[src/rtl/pipe_stage_buf.sv]
`default_nettype none
// ============================================================================
//  Module      : pipe_stage_buf
//  Description : Elastic pipeline-stage register; DEPTH-entry circular buffer
//                with valid/ready handshake, flush and occupancy count.
//  Revision    : 1.0  initial release
// ============================================================================
module pipe_stage_buf #(
    parameter int DATA_W = 43,
    parameter int DEPTH  = 2,
    parameter int CNT_W  = $clog2(DEPTH + 1)
) (
    input  logic              clk,
    input  logic              rst,
    input  logic              flush,
    input  logic              in_valid,
    output logic              in_ready,
    input  logic [DATA_W-1:0] in_data,
    output logic              out_valid,
    input  logic              out_ready,
    output logic [DATA_W-1:0] out_data,
    output logic [CNT_W-1:0]  count
);

    localparam int                 c_ptr_w     = (DEPTH > 1) ? $clog2(DEPTH) : 1;
    localparam logic [c_ptr_w-1:0] c_last_ptr  = c_ptr_w'(DEPTH - 1);
    localparam logic [CNT_W-1:0]   c_depth_cnt = CNT_W'(DEPTH);

    logic [DATA_W-1:0]  r_mem [DEPTH];
    logic [c_ptr_w-1:0] r_wr_ptr;
    logic [c_ptr_w-1:0] r_rd_ptr;
    logic [CNT_W-1:0]   r_count;

    logic w_push;
    logic w_pop;

    // Pointers wrap by comparison so non-power-of-2 depths work.
    function automatic logic [c_ptr_w-1:0] next_ptr(input logic [c_ptr_w-1:0] p);
        return (p == c_last_ptr) ? '0 : p + 1'b1;
    endfunction

    assign in_ready  = (r_count != c_depth_cnt);
    assign out_valid = (r_count != '0);
    assign out_data  = out_valid ? r_mem[r_rd_ptr] : '0;
    assign count     = r_count;

    assign w_push = in_valid & in_ready;
    assign w_pop  = out_valid & out_ready;

    always_ff @(posedge clk or negedge rst) begin
        if (!rst) begin
            r_wr_ptr <= '0;
            r_rd_ptr <= '0;
            r_count  <= '0;
            for (int i = 0; i < DEPTH; i++) begin
                r_mem[i] <= '0;
            end
        end else if (flush) begin
            r_count  <= '0;
            r_rd_ptr <= r_wr_ptr;
        end else begin
            if (w_push) begin
                r_mem[r_wr_ptr] <= in_data;
                r_wr_ptr        <= next_ptr(r_wr_ptr);
            end
            if (w_pop) begin
                r_rd_ptr <= next_ptr(r_rd_ptr);
            end
            case ({w_push, w_pop})
                2'b10:   r_count <= r_count + 1'b1;
                2'b01:   r_count <= r_count - 1'b1;
                default: r_count <= r_count;
            endcase
        end
    end

`ifndef SYNTHESIS
    a_count_bound : assert property (@(posedge clk) disable iff (!rst)
        r_count <= c_depth_cnt);
    a_bubble_zero : assert property (@(posedge clk) disable iff (!rst)
        !out_valid |-> (out_data == '0));
`endif

endmodule
`default_nettype wire

[config.mk]
export PLATFORM = sky130hd
export DESIGN_NAME = pipe_stage_buf
export DESIGN_NICKNAME = d
export VERILOG_FILES = /design/src/rtl/pipe_stage_buf.sv
export SDC_FILE = /design/constraint.sdc
export NUM_CORES = 1
export LEC_CHECK = 0
export BUFFER_PORTS_ARGS = -buffer_cell sky130_fd_sc_hd__buf_2
export CELL_PAD_IN_SITES_DETAIL_PLACEMENT = 2
export CELL_PAD_IN_SITES_GLOBAL_PLACEMENT = 2
export CORE_MARGIN = 5
export CORE_UTILIZATION = 36
export DETAILED_ROUTE_END_ITERATION = 12
export GPL_ROUTABILITY_DRIVEN = 0
export PLACE_DENSITY_LB_ADDON = 0.1
export SLEW_MARGIN = 10
export SYNTH_ARGS = -nofsm -noshare
export SYNTH_HDL_FRONTEND = slang
export SYNTH_SLANG_ARGS = --single-unit
export TNS_END_PERCENT = 10
[constraint.sdc]
create_clock -name clk -period 1.98 [get_ports clk]
set_input_delay 0 -clock clk [delete_from_list [all_inputs] [get_ports clk]]
set_output_delay 0 -clock clk [all_outputs]
set_load 0.005 [all_outputs]
==> results by group <==
Outcome
  – Status: complete, no violations

Layout
  – Diode count: 0
  – Final core occ: 50.26%
  – Most frequent cells in the layout: buf_2, dfrtp_1, mux2_2, dlygate4sd3_1, mux2i_1
  – Most common cell after layout, fill and taps aside: buf_2
  – Share of layout cells above drive strength 1: 37.95%
  – Final Cell Area: 5520 sq um
  – Final nets: roughly 500
  – Area delta synth->final: 35.50%
  – Cell Count, Final, Fillers Out: 588

Global routing
  – Vias in the first global route: 3374
  – Largest net degree at the start of global routing: 50
  – Global-route wire length before repair: 17350 um
  – Initial antenna violation count: 0
  – Overall global routing resource usage: 16.53%
  – Total congestion overflow: 0

Clock tree
  – Root buffer cell: clkbuf_16
  – Clock transition at path regs: 0.06 ns
  – Post-cts sizing count: 0
  – TritonCTS Sinks: 90
  – CTS tree: yes
  – Clock buffer depth: 2
  – Clock buffer count from CTS: 9
  – H-tree levels: 3
  – Worst-Skew Late Latency: 0.34 ns

Route
  – Via count: roughly 2900
  – Routed WL per cell: 17.61 um
  – Pre-antenna DRT Iters: 4
  – Routed WL: 10360 um
  – Iter 0 DRT Violations: 63
  – Vias per inst: 4.895
  – DRC violations left: 0
  – Final ANT Viol Nets: 0

Yosys
  – Synthesized instance count: 301
  – Avg Synthesized Cell Area: 13.53 sq um
  – Syn. warnings: 0
  – Register area share after synthesis: 55.28%
  – Post-synth top area share: 55.28%
  – Ranking of synthesized cells by area: dfrtp_1, mux2_2, mux2_1
  – Synth cell types: 22
  – Synthesized area: ~4100 sq um
  – Area leader, netlist: dfrtp_1
  – #FFs+latches synth: 90
  – Mapped Nets: 349

Floorplan
  – Row count: 38
  – Initial Util: a little under two fifths
  – Die Wd: 116.4 um
  – Ports: 95
  – DIE AREA: 13540 sq um
  – CORE AREA: 10980 sq um
  – Die height: 116.4 um

Place
  – Dpl hpwl: between 6000 and 7000 um
  – Port buffer count: 94
  – Dpl cells: around 530
  – Placed inst area: 4765 sq um
  – Pre-CTS setup slack: 0.1981 ns

STA
  – RSZ-0062 raised after global routing: no
  – Worst hold margin: 0.02856 ns
  – Slew Limit Fails: 0
  – Slew headroom: 55.12%
  – Fmax: roughly 0.56 GHz
  – Final hold vios: 0
  – Final setup margin: 0.2100 ns
  – Worst Skew: 0.008313 ns
  – Min Tclk post-route: 1.770 ns
  – Slew @ Worst Pin: 0.6732 ns
  – Setup TNS Final: 0 ns
  – Setup violators final: 0
  – Ratio of final minimum period to clock period: 89.39%

Pwr
  – P per Cell Area: 1346 nW/um^2
  – Psw: 2.280 mW
  – Total power: 7.432 mW
  – Leakage: between 2 and 3 nW
  – Combinational Power Share: 32.8%
  – P_int: between 5 and 6 mW
  – Reg power frac: 44.2%
  – Switch share: 30.67%
  – Maximum vdd drop: ~0.56 mV
  – Clock power frac: 22.9%

Critical path
  – Setup CP Type: reg2reg
  – CP Max Fanout: 23
  – Critical Path End Type: flip-flop
  – CP required: 2.19 ns
  – Worst path arrival time: 1.98 ns
  – Startpoint Class: flip-flop

Worst hold path
  – HP Class: in2reg

Run
  – Max Cap Viol: 0
[power groups by stage]
stage / Combinational (mW) / Sequential [mW] / Clock (mW)
after floorplan: 1.73 / 3.09 / 0
after global placement: 2.32 / 3.24 / 0
after detailed placement: 2.42 / 3.31 / 0
after CTS: 2.50 / 3.29 / 1.75
after global routing: 2.72 / 3.42 / 1.85
final: 2.44 / 3.29 / 1.70
[per-layer routing]
metal  vias to the layer above  track usage (%)  routed length, um
li1                       1332                -                  -
met1                      1479            21.02               4529
met2                        60            28.68               5320
met3                         7            3.161                420
met4                         0            4.795                 86
met5                         -                0                  0
[cells in the mapped netlist]
master,number
dfrtp_1,90
inv_1,2
nor2_1,44
nand4b_1,1
xnor2_1,1
nand2b_2,1
xor2_1,1
or2_2,1
nand2_1,1
a21o_1,1
clkbuf_1,5
a21oi_1,3
buf_6,4
nor3b_1,1
buf_2,9
o21ai_0,2
nor4b_4,1
o211ai_1,1
mux2_1,40
mux2_2,46
nand3b_1,2
mux2i_1,44
[worst paths after layout]
check                      startpoint  cells after the start  slack [ns]        end
setup reg to reg             count[0]                      4        0.21  r_mem[70]
max in group asynchronous         rst                      3        1.05  r_mem[11]
setup / recovery             count[0]                      4        0.21  r_mem[70]
min in group asynchronous         rst                      2        0.23  r_mem[25]
hold reg to reg             r_mem[61]                      1        0.48  r_mem[61]
hold / removal               in_valid                      3        0.03   r_wr_ptr
[worst max-delay path: stages (launching register included)]
cell      delay (ns)
dfrtp_1         0.49
nand2b_2        0.22
nor4b_4         0.35
buf_12          0.24
mux2_1          0.34
[cells by family after synthesis]
family / synth area share [%]
buffers and inverters: 2.856
multiplexers: 34.58
AO/OA/AOI/OAI: 0.9828
AND/OR/NAND/NOR: 5.866
flip-flops: 55.28
XOR/XNOR: 0.4301
[final cells by class]
cell class              instances  area [sq um]
multi-input cells             191          1713
repair buffers                149          1076
well taps                     140         175.2
clock inverters                 7         70.07
fillers                      1051          5463
inverters                       2         7.507
flip-flops and latches         90          2253
clock buffers                   9         225.2
[sequential cells by signal, summed over array words and instances, names as in the netlist]
name / flops
r_rd_ptr: 1
count: 2
r_wr_ptr: 1
r_mem: 86
[repair_timing]
item / in CTS / in global routing
buffers inserted: 0 / 0
hold buffers: 46 / 0
endpoints found under the setup margin: 0 / 0
endpoints found under the hold margin: 137 / 0
No activity file was read; power rests on OpenSTA's default activity.
